File: src/rtl/sum_accumulator.sv
`default_nettype none
// ============================================================================
// Module   : sum_accumulator
// Brief    : Sums COUNT adder results per block with saturation, then holds
//            the total until the consumer handshakes it away.
// Revision : 1.0 - initial release
// ============================================================================
module sum_accumulator #(
    parameter int WIDTH     = 2,
    parameter int ACC_WIDTH = 8,
    parameter int COUNT     = 4
) (
    input  logic                 i_clk,
    input  logic                 i_rst_n,
    input  logic                 i_valid,
    input  logic [WIDTH:0]       i_result,
    input  logic                 i_clear,
    input  logic                 i_out_ready,
    output logic                 o_ready,
    output logic [ACC_WIDTH-1:0] o_sum,
    output logic                 o_valid,
    output logic                 o_overflow,
    output logic [7:0]           o_count
);

    typedef enum logic [0:0] {
        ACCUM = 1'b0,
        DONE  = 1'b1
    } state_t;

    localparam logic [7:0] C_BLOCK_LEN = 8'(COUNT);

    state_t               state_q, state_d;
    logic [ACC_WIDTH-1:0] acc_q, acc_d;
    logic [7:0]           count_q, count_d;
    logic                 ovf_q, ovf_d;

    // One spare bit above the accumulator captures the carry used for saturation.
    logic [ACC_WIDTH:0]   w_sum_ext;
    logic [7:0]           w_count_inc;

    assign w_sum_ext   = (ACC_WIDTH + 1)'(acc_q) + (ACC_WIDTH + 1)'(i_result);
    assign w_count_inc = count_q + 8'd1;

    always_comb begin
        state_d = state_q;
        acc_d   = acc_q;
        count_d = count_q;
        ovf_d   = ovf_q;
        if (i_clear) begin
            state_d = ACCUM;
            acc_d   = '0;
            count_d = '0;
            ovf_d   = 1'b0;
        end else begin
            case (state_q)
                ACCUM: begin
                    if (i_valid) begin
                        if (w_sum_ext[ACC_WIDTH]) begin
                            acc_d = '1;
                            ovf_d = 1'b1;
                        end else begin
                            acc_d = w_sum_ext[ACC_WIDTH-1:0];
                        end
                        count_d = w_count_inc;
                        if (w_count_inc == C_BLOCK_LEN) begin
                            state_d = DONE;
                        end
                    end
                end
                DONE: begin
                    if (i_out_ready) begin
                        state_d = ACCUM;
                        acc_d   = '0;
                        count_d = '0;
                        ovf_d   = 1'b0;
                    end
                end
                default: begin
                    state_d = ACCUM;
                end
            endcase
        end
    end

    always_ff @(posedge i_clk) begin
        if (!i_rst_n) begin
            state_q <= ACCUM;
            acc_q   <= '0;
            count_q <= '0;
            ovf_q   <= 1'b0;
        end else begin
            state_q <= state_d;
            acc_q   <= acc_d;
            count_q <= count_d;
            ovf_q   <= ovf_d;
        end
    end

    assign o_ready    = (state_q == ACCUM);
    assign o_valid    = (state_q == DONE);
    assign o_sum      = acc_q;
    assign o_overflow = ovf_q;
    assign o_count    = count_q;

endmodule
`default_nettype wire
File: config.mk
export PLATFORM = sky130hd
export DESIGN_NAME = sum_accumulator
export DESIGN_NICKNAME = d
export VERILOG_FILES = /design/src/rtl/sum_accumulator.sv
export SDC_FILE = /design/constraint.sdc
export NUM_CORES = 1
export LEC_CHECK = 0
export ABC_AREA = 1
export ABC_CLOCK_PERIOD_IN_PS = 1700
export BUFFER_PORTS_ARGS = -buffer_cell sky130_fd_sc_hd__buf_2
export CAP_MARGIN = 40
export CORE_MARGIN = 5
export CORE_UTILIZATION = 52
export DETAILED_ROUTE_END_ITERATION = 12
export PLACE_DENSITY = 0.78
export SLEW_MARGIN = 10
export SYNTH_ARGS = -nofsm -noshare
export SYNTH_HDL_FRONTEND = slang
export SYNTH_SLANG_ARGS = --single-unit
File: constraint.sdc
create_clock -name i_clk -period 1.7 [get_ports i_clk]
set_input_delay 0.085 -clock i_clk [delete_from_list [all_inputs] [get_ports i_clk]]
set_output_delay 0.085 -clock i_clk [all_outputs]
set_load 0.01 [all_outputs]
==> out/summary.txt, run 1 <==
outcome - completed
Hold Path End - o_valid
H-tree depth - 1
family with the most delay on the worst path - adder cells
effective utilization at floorplan - 55.2%
vias in the first global route - 1112
crit start category - flop
vias per inst - 5.19
Hold Buf Count CTS - 0
worst setup path class - flop to flop
worst vdd ir - 0.445 mV
nature of the critical path endpoint - flop
most used cell, CP - nand2_2
area grow syn2layout - 17.4%
period utilization - 93.7%
critical path, cell by cell - ha_2, fa_2, nand2_2, nand2_2, nand4_4, inv_1, o21ai_0, a21oi_1
count of cell types in the netlist - 25
initial antenna violation count - 0
final hold vios - 0
Avg WL per Cell - 11.7 um
die area - 3120 sq um
hold_ws - 65.0 ps
ant diodes - 0
total number of vias - 1147
worst skew pair latency - 290 ps
grt ovf - 0
share of cells above drive strength 1 - 23.2%
final clock skew - 2.57 ps
Power Total - 0.717 mW
dpl hpwl - 1950 um
core area - 1980 sq um
count of pins over their slew limit - 0
Die W - 55.9 um
Setup TNS Final - 0 ps
RSZ-0062 raised after global routing - no
Fmax achieved - 628 MHz
fillers - 191
Yosys top cell by area - dfxtp_1
nets@finish - 209
Slowest-stage cell, CP - fa_2
Die H - 55.9 um
row count - 16
I/O pin total - 27
Num CTS Buffers - 3
Synth warnings - 0
1st-pass router iterations - 4
sequential area share after synthesis - 32.9%
Post-CTS Setup Repair Bufs - 0
synthesized area - 1090 sq um
Buffers on Ports - 26
reg-to-reg endpoint - o_sum[0]
Mapped Nets - 180
Arr. time, crit path - 1750 ps
dpl ws - -12.4 ps
hold depth - 3
final setup vio count - 0
fin crit period - 1590 ps
Hold WC Path Type - input port to flop
Slew @ Worst Pin - 480 ps
Reg2Reg Launch Point - o_sum[0]
Worst-path clk slew - 100 ps
flip-flop and latch count after synthesis - 18
Max stage delay on crit path - 350 ps
CP required - 1860 ps
drt drc - 0
P_leak - 0.627 nW
DR iter-0 viols - 22
reg-to-reg setup timing slack - 110 ps
WP buf/inv - 1
slew margin rel. - 68.0%
Area contributors post-synth - dfxtp_1 (33%), nand2_1 (17%), a21oi_1 (7.8%), inv_1 (7.2%), nand3_1 (6.4%)
TritonCTS clock tree - yes
maxcap violations - 0
largest fanout on the critical path - 5
top cell type's share of synthesized area - 32.9%
CTS Sinks - 18
Total GRT Usage - 17.6%
largest net degree at the start of global routing - 18
first-pass GRT wire length - 4640 um
CTS root buffer - clkbuf_4
Syn Area/Cell - 6.56 sq um
Post-DRT Antenna Nets - 0
Clock Path Buffers - 2
worst r2r path cells - 8
Worst Slack Setup Final - 107 ps
final wirelength - 2590 um
Mapped Cells - 167
power per cell area - 558 nW/um^2
hold_sp - i_out_ready
RD Place Congestion - 0.888
Yosys cell counts (all sizes together):
cell type	count
or2	2
nand4	2
nand2	52
fa	1
o21ai	9
xor2	1
nor2	15
inv	24
o21bai	2
dfxtp	18
ha	4
a21oi	17
nor3	1
o211ai	1
buf	3
nand3	15
routing by layer:
metal	up-vias	GRT usage (%)	wire [um]
met5	-	0	0
met1	516	23.6	1250
met4	0	4.07	19
met2	30	29.4	1180
met3	4	2.78	140
li1	597	-	-
registers in the layout, indices dropped and copies added (netlist names):
name and count:
o_count 8, o_overflow 1, o_sum 8, o_valid 1
cells in the final DEF, fill, tap and decap left out, drive strengths merged:
cell type	instances
o21ai	9
dfxtp	18
or2	2
nand3	15
clkbuf	3
nor3	1
nand2	52
ha	4
o211ai	1
fa	1
nor2	15
o21bai	2
xor2	1
buf	27
inv	24
a21oi	17
nand4	2
per-stage QoR:
stage	instances	util, %	instance area (sq um)
2_1_floorplan	167	-	1090
4_1_cts	221	64.0	1270
6_report	221	64.8	1280
5_1_grt	221	64.8	1280
3_5_place_dp	218	62.8	1240
3_3_place_gp	218	62.8	1240
layout make-up:
type                    count  area (sq um)  area share [%]
well taps                  27          33.8            2.63
repair buffers             27           138            10.7
flip-flops and latches     18           362            28.1
inverters                  24          90.1            7.01
multi-input cells         122           639            49.8
clock buffers               3          22.5            1.75
cells by family after synthesis:
group | share of synthesized area (%)
DFF | 32.9
buffers and inverters | 10.3
and+or+nand+nor | 35.7
adders and majority gates | 6.40
AOI/OAI and AO/OA | 13.9
xor gates and xnor gates | 0.800
worst max path at each step:
stage / start / to / depth (start not counted)
after floorplan: o_sum[0] / o_sum[7] / 10
after global placement: o_sum[0] / o_sum[1] / 8
after detailed placement: o_sum[0] / o_sum[1] / 8
after CTS: o_sum[0] / o_sum[1] / 8
after global routing: o_sum[0] / o_sum[7] / 10
final: o_sum[0] / o_sum[0] / 8
worst register-to-register path: stages (launching register included):
cell	delay, ps
dfxtp_2	340
ha_2	190
fa_2	350
nand2_2	80
nand2_2	90
nand4_4	110
inv_1	80
o21ai_0	150
a21oi_1	80
what timing repair did:
item	in CTS	in global routing
pin swaps	0	0
endpoints found under the setup margin	2	4
resized for setup	1	6
power breakdown:
| group | internal (mW) | switching [mW] | total, mW | leakage, nW |
|---|---|---|---|---|
| combinational | 0.0263 | 0.0467 | 0.0730 | 0.467 |
| clock | 0.0823 | 0.130 | 0.212 | 0.0138 |
| sequential | 0.426 | 0.00513 | 0.431 | 0.146 |
| total | 0.535 | 0.182 | 0.717 | 0.627 |
(Power assumes the default switching activity.)
==> run 2: changes to the inputs <==
--- a/config.mk
+++ b/config.mk
@@ -9,10 +9,12 @@
 export ABC_CLOCK_PERIOD_IN_PS = 1700
 export BUFFER_PORTS_ARGS = -buffer_cell sky130_fd_sc_hd__buf_2
 export CAP_MARGIN = 40
+export CELL_PAD_IN_SITES_DETAIL_PLACEMENT = 1
+export CELL_PAD_IN_SITES_GLOBAL_PLACEMENT = 1
 export CORE_MARGIN = 5
-export CORE_UTILIZATION = 52
+export CORE_UTILIZATION = 36
 export DETAILED_ROUTE_END_ITERATION = 12
-export PLACE_DENSITY = 0.78
+export PLACE_DENSITY_LB_ADDON = 0.1
 export SLEW_MARGIN = 10
 export SYNTH_ARGS = -nofsm -noshare
 export SYNTH_HDL_FRONTEND = slang
==> run 2 against run 1 <==
  * Clock-buffer cell count unchanged
  * Die area increased by 36%
  * Flip-flop and latch count unchanged
  * Clock skew about the same
  * Critical path depth unchanged
  * Setup slack got worse by 10 ps
  * Clock power increased by 4%
  * Highest routed layer unchanged
  * Utilization decreased by 20 points
  * Sequential share of layout area decreased by 0.82 points
  * First-iteration DRC count increased by 36%
==> out/summary.txt, run 2 (synthesis results as in run 1) <==
dpl ws - -78.4 ps (-65.9 ps)
die area - 4240 sq um (+36%)
vias per inst - 5.04 (-2.8%)
P_leak - 0.638 nW (+1.7%)
Die H - 65.1 um (+17%)
total number of vias - 1155 (+0.70%)
maxcap violations - 0 (unchanged)
count of pins over their slew limit - 0 (unchanged)
row count - 20 (+4)
most common cell after layout, fill and taps aside - nand2_1
Slew @ Worst Pin - 538 ps (+58.3 ps)
Fmax achieved - 624 MHz (-0.63%)
most frequent cells in the layout - nand2_1 (49), buf_2 (26), inv_1 (21)
final wirelength - 3120 um (+21%)
Post-DRT Antenna Nets - 0 (unchanged)
CTS root buffer - clkbuf_4
Die W - 65.1 um (+17%)
Clock Path Buffers - 2 (unchanged)
drt drc - 0 (unchanged)
period utilization - 94.3% (+0.60 points)
grt ovf - 0 (unchanged)
worst setup path class - flop to flop
CP required - 1870 ps (about the same)
outcome - completed
hold_sp - i_out_ready
nets@finish - 211 (+0.96%)
largest fanout on the critical path - 5 (unchanged)
final clock skew - 3.03 ps (+0.464 ps)
Avg WL per Cell - 13.6 um (+17%)
DR iter-0 viols - 30 (+36%)
1st-pass router iterations - 4 (unchanged)
Worst-path clk slew - 110 ps (about the same)
initial antenna violation count - 0 (unchanged)
largest net degree at the start of global routing - 18 (unchanged)
nature of the critical path endpoint - flop
TritonCTS clock tree - yes
share of cells above drive strength 1 - 24.0% (+0.78 points)
vias in the first global route - 1140 (+2.5%)
Hold WC Path Type - input port to flop
RD Place Congestion - 0.803 (-9.5%)
core area - 2980 sq um (+50%)
Reg2Reg Launch Point - o_sum[0]
Num CTS Buffers - 3 (unchanged)
CP startpoint - o_sum[0]
final hold vios - 0 (unchanged)
Total GRT Usage - 15.2% (-2.4 points)
Hold Buf Count CTS - 0 (unchanged)
Buffers on Ports - 26 (unchanged)
worst skew pair latency - 290 ps (about the same)
ant diodes - 0 (unchanged)
slew margin rel. - 64.1% (-3.9 points)
crit start category - flop
final setup vio count - 0 (unchanged)
Arr. time, crit path - 1770 ps (+20 ps)
first-pass GRT wire length - 5080 um (+9.5%)
power per cell area - 553 nW/um^2 (-0.81%)
fin crit period - 1600 ps (+10.1 ps)
CTS Sinks - 18 (unchanged)
post-route core utilization - 44.5% (-20 points)
H-tree depth - 1 (unchanged)
hold_ws - 67.5 ps (+2.55 ps)
Worst Slack Setup Final - 96.7 ps (-10.1 ps)
effective utilization at floorplan - 36.8% (-18 points)
I/O pin total - 27 (unchanged)
area grow syn2layout - 20.9%
dpl hpwl - 2350 um (+20%)
worst vdd ir - 0.230 mV (-48%)
[run 2: final cells by class]
cell class              count  area (sq um)
flip-flops and latches     18           362
fillers                   407          1650
repair buffers             29           153
clock buffers               3          22.5
inverters                  24          90.1
well taps                  33          41.3
multi-input cells         122           656
[run 2: metal layers]
| metal | global-route usage (%) | share of wire [%] |
|---|---|---|
| met5 | 0 | 0 |
| met4 | 4.66 | 0.61 |
| met3 | 2.22 | 2.4 |
| met2 | 25.8 | 48 |
| met1 | 19.8 | 49 |
[run 2: worst paths after layout]
| check | endpoint | slack (ps) | cells after the start |
|---|---|---|---|
| min | o_valid | 70 | 3 |
| min reg2reg | o_sum[2] | 500 | 2 |
| max | o_sum[1] | 100 | 8 |
| max reg2reg | o_sum[1] | 100 | 8 |
[run 2: per-stage QoR]
step	TNS, ps	cells	total power [mW]	area, sq um
3_5_place_dp	-193	225	0.518	1260
3_3_place_gp	0	225	0.515	1260
4_1_cts	0	228	0.744	1290
2_1_floorplan	0	167	0.488	1090
6_report	0	229	0.732	1320
5_1_grt	-22.8	229	0.777	1320
[run 2: timing repair]
| action | in CTS | in global routing |
|---|---|---|
| setup buffers | 0 | 1 |
| setup endpoints to repair | 5 | 5 |
| resized for setup | 3 | 7 |
| pin swaps | 0 | 1 |
[run 2: report_power, final]
part	internal (mW)	switching (mW)	leakage (nW)
logic	0.0296	0.0511	0.478
clock network	0.0824	0.138	0.0138
registers	0.426	0.00546	0.146
total	0.538	0.194	0.638
[run 2: critical path, stage by stage (launching register included)]
cell     delay (ps)
dfxtp_2         360
ha_4            170
fa_2            360
nand2_2         110
nand2_4          80
nand4_4         120
inv_1            90
o21ai_1         130
a21oi_1          80
==> run 3: changes to the inputs <==
--- a/config.mk
+++ b/config.mk
@@ -5,17 +5,18 @@
 export SDC_FILE = /design/constraint.sdc
 export NUM_CORES = 1
 export LEC_CHECK = 0
-export ABC_AREA = 1
+export ABC_AREA = 0
 export ABC_CLOCK_PERIOD_IN_PS = 1700
 export BUFFER_PORTS_ARGS = -buffer_cell sky130_fd_sc_hd__buf_2
 export CAP_MARGIN = 40
 export CELL_PAD_IN_SITES_DETAIL_PLACEMENT = 1
 export CELL_PAD_IN_SITES_GLOBAL_PLACEMENT = 1
 export CORE_MARGIN = 5
-export CORE_UTILIZATION = 36
+export CORE_UTILIZATION = 37
 export DETAILED_ROUTE_END_ITERATION = 12
 export PLACE_DENSITY_LB_ADDON = 0.1
-export SLEW_MARGIN = 10
+export SETUP_SLACK_MARGIN = 0.3
+export SLEW_MARGIN = 40
 export SYNTH_ARGS = -nofsm -noshare
 export SYNTH_HDL_FRONTEND = slang
 export SYNTH_SLANG_ARGS = --single-unit
==> run 3 against run 2 <==
  * Critical path depth shrank 2
  * Maximum frequency decreased by 2.2%
  * Clock skew rose by 4.6 ps
  * First-iteration DRC count up 30%
  * Area after synthesis shrank 11%
  * Largest cell class unchanged
  * Synthesized cell count fell by 32%
  * Setup slack worse by 36 ps
  * Largest power group unchanged
  * Global-route usage grew 4.1 points
  * Sequential share of layout area decreased by 0.076 points
  * Clock power increased by 26%
==> out/summary.txt, run 3 <==
final setup vio count - 0 (unchanged)
Post-Synth Adder-Cell Area - 7.17% (+0.77 points)
nets@finish - 163 (-23%)
Area contributors post-synth - dfxtp_1 (37%), ha_1 (5.1%), nand2_1 (4.6%), nor2_1 (4.2%), a32o_1 (4.1%)
initial antenna violation count - 0 (unchanged)
reg-to-reg setup timing slack - 60 ps (-40 ps)
worst skew pair latency - 300 ps (about the same)
RD Place Congestion - 0.762 (-5.2%)
Syn Area/Cell - 8.65 sq um (+32%)
Avg WL per Cell - 17.6 um (+29%)
sequential area share after synthesis - 36.9% (+4.0 points)
post-synthesis mux area share - 0% (unchanged)
Buffers on Ports - 26 (unchanged)
largest family of logic cells by synthesized area - compound AO/OA/AOI/OAI gates
flip-flop and latch count after synthesis - 18 (unchanged)
complex-gate fraction of the synthesized area - 27.0% (+13 points)
Mapped Cells - 113 (-32%)
Slew @ Worst Pin - 506 ps (-32.0 ps)
H-tree depth - 1 (unchanged)
Post-synth EDFFs - 0 (unchanged)
period utilization - 96.4% (+2.1 points)
Fmax achieved - 610 MHz (-2.2%)
TritonCTS clock tree - yes
drt drc - 0 (unchanged)
vias in the first global route - 1054 (-7.5%)
CTS root buffer - clkbuf_4
RSZ-0062 raised after global routing - yes
grt ovf - 0 (unchanged)
final clock skew - 7.62 ps (+4.58 ps)
count of cell types in the netlist - 34 (+36%)
crit start category - flop
Mapped Nets - 126 (-30%)
effective utilization at floorplan - 39.1% (+2.3 points)
1st-pass router iterations - 4 (unchanged)
slew margin rel. - 66.2% (+2.1 points)
most common cell after layout, fill and taps aside - buf_2
fin crit period - 1640 ps (+36.1 ps)
first-pass GRT wire length - 5240 um (+3.1%)
dpl hpwl - 2160 um (-8.0%)
row count - 18 (-10%)
most common cell in the synthesized netlist - dfxtp_1
ant diodes - 0 (unchanged)
DR iter-0 viols - 39 (+30%)
maxcap violations - 0 (unchanged)
top cell type's share of synthesized area - 36.9% (+4.0 points)
ys async rst share - 0% (unchanged)
worst setup path class - flop to flop
Hold Buf Count CTS - 0 (unchanged)
Post-DRT Antenna Nets - 0 (unchanged)
nature of the critical path endpoint - flop
core area - 2500 sq um (-16%)
Hold WC Path Type - input port to flop
Die W - 61.4 um (-5.8%)
worst vdd ir - 0.353 mV (+54%)
largest net degree at the start of global routing - 15 (-3)
synthesized area - 977 sq um (-11%)
Die H - 61.4 um (-5.8%)
largest fanout on the critical path - 6 (+1)
Arr. time, crit path - 1850 ps (+80 ps)
Setup TNS Final - 0 ps (unchanged)
Worst-path clk slew - 120 ps (about the same)
I/O pin total - 27 (unchanged)
Synth warnings - 0 (unchanged)
final hold vios - 0 (unchanged)
most frequent cells in the layout - buf_2 (26), nand2_1 (12), nor2_1 (11)
P_leak - 0.585 nW (-8.3%)
vias per inst - 5.62 (+11%)
main flop type after synthesis - dfxtp_1
Post-Synth Simple-Gate Area - 21.6% (-14 points)
fillers - 310 (-24%)
Yosys top cell by area - dfxtp_1
CP required - 1910 ps (+40 ps)
final wirelength - 3140 um (+0.64%)
CTS Sinks - 18 (unchanged)
Total GRT Usage - 19.3% (+4.1 points)
Post-synth top cells - dfxtp_1 (18), nand2_1 (12), nor2_1 (11)
total number of vias - 1006 (-13%)
Num CTS Buffers - 3 (unchanged)
outcome - completed
post-route core utilization - 54.8% (+10 points)
Clock Path Buffers - 2 (unchanged)
count of pins over their slew limit - 0 (unchanged)
share of cells above drive strength 1 - 43.6% (+20 points)
die area - 3770 sq um (-11%)
Synth Area in XOR/XNOR - 2.69% (+1.9 points)
power per cell area - 600 nW/um^2 (+8.4%)
area grow syn2layout - 40.1%
==> run 3: cell types whose count changed after synthesis, moves of 3 or more <==
cell / before / now
a211oi_1: 0 / 3
inv_2: 3 / 0
a21oi_1: 17 / 7
nand2_2: 3 / 0
a22oi_1: 0 / 3
nor3_1: 1 / 4
a32o_1: 0 / 4
a31oi_1: 0 / 3
nand2_1: 49 / 12
nand3_1: 14 / 5
inv_1: 21 / 3
==> run 3: cells by family (layout without fill, tap and decap cells) <==
group | after synthesis | count (layout)
simple gates | 42 | 42
compound gates | 38 | 38
flops | 18 | 18
buf+inv | 7 | 43
fa+ha+maj | 5 | 5
xor+xnor | 3 | 3
==> run 3: metal layers <==
| layer | wire (um) | global-route usage [%] | vias to the layer above |
|---|---|---|---|
| met5 | 0 | 0 | - |
| met4 | 17 | 6.97 | 0 |
| met3 | 86 | 3.14 | 2 |
| met2 | 1590 | 32.6 | 12 |
| met1 | 1440 | 24.7 | 494 |
| li1 | - | - | 498 |
==> run 3: critical path, cell delays in order, from the launching register on <==
cell and delay (ps):
dfxtp_2 350, ha_4 160, fa_2 370, a21oi_4 210
nor3_4 80, a21o_1 180, a32o_1 200
==> run 3: what timing repair did <==
| action | 4_1_cts | 5_1_grt |
|---|---|---|
| gates resized for setup | 7 | 16 |
| pin swaps | 5 | 3 |
| setup endpoints to repair | 10 | 16 |
| setup buffers | 4 | 2 |
==> run 3: worst paths after layout <==
check | start | end | cells past startpoint
setup reg to reg | o_sum[0] | o_sum[3] | 6
hold reg to reg | o_sum[2] | o_sum[2] | 2
setup / recovery | o_sum[0] | o_sum[3] | 6
hold / removal | i_out_ready | o_valid | 2
==> run 3: report_power, final <==
part	switching [mW]	internal [mW]	leakage [nW]	total [mW]
clock	0.146	0.131	0.0210	0.277
combinational	0.0657	0.0468	0.414	0.112
sequential	0.00611	0.426	0.150	0.432
==> run 3: metrics by stage <==
stage                     setup WS, ps  cells  hold WS, ps  cell area (sq um)  total power, mW
after floorplan                   67.0    113          186               1020            0.499
after global placement            41.1    169          324               1180            0.531
after detailed placement          9.45    169          347               1180            0.533
after CTS                         85.1    177         11.1               1280            0.822
after global routing              1.43    179         4.81               1370            0.866
final                             60.5    179         7.56               1370            0.821
==> run 3: cell type report <==
cell class                 count  area (sq um)  area share [%]
tap                           30          37.5            2.74
clock buffer                   4          36.3            2.65
timing repair buffer          36           209            15.3
multi-input combinational     88           702            51.3
inverter                       3          11.3           0.823
sequential                    18           373            27.2
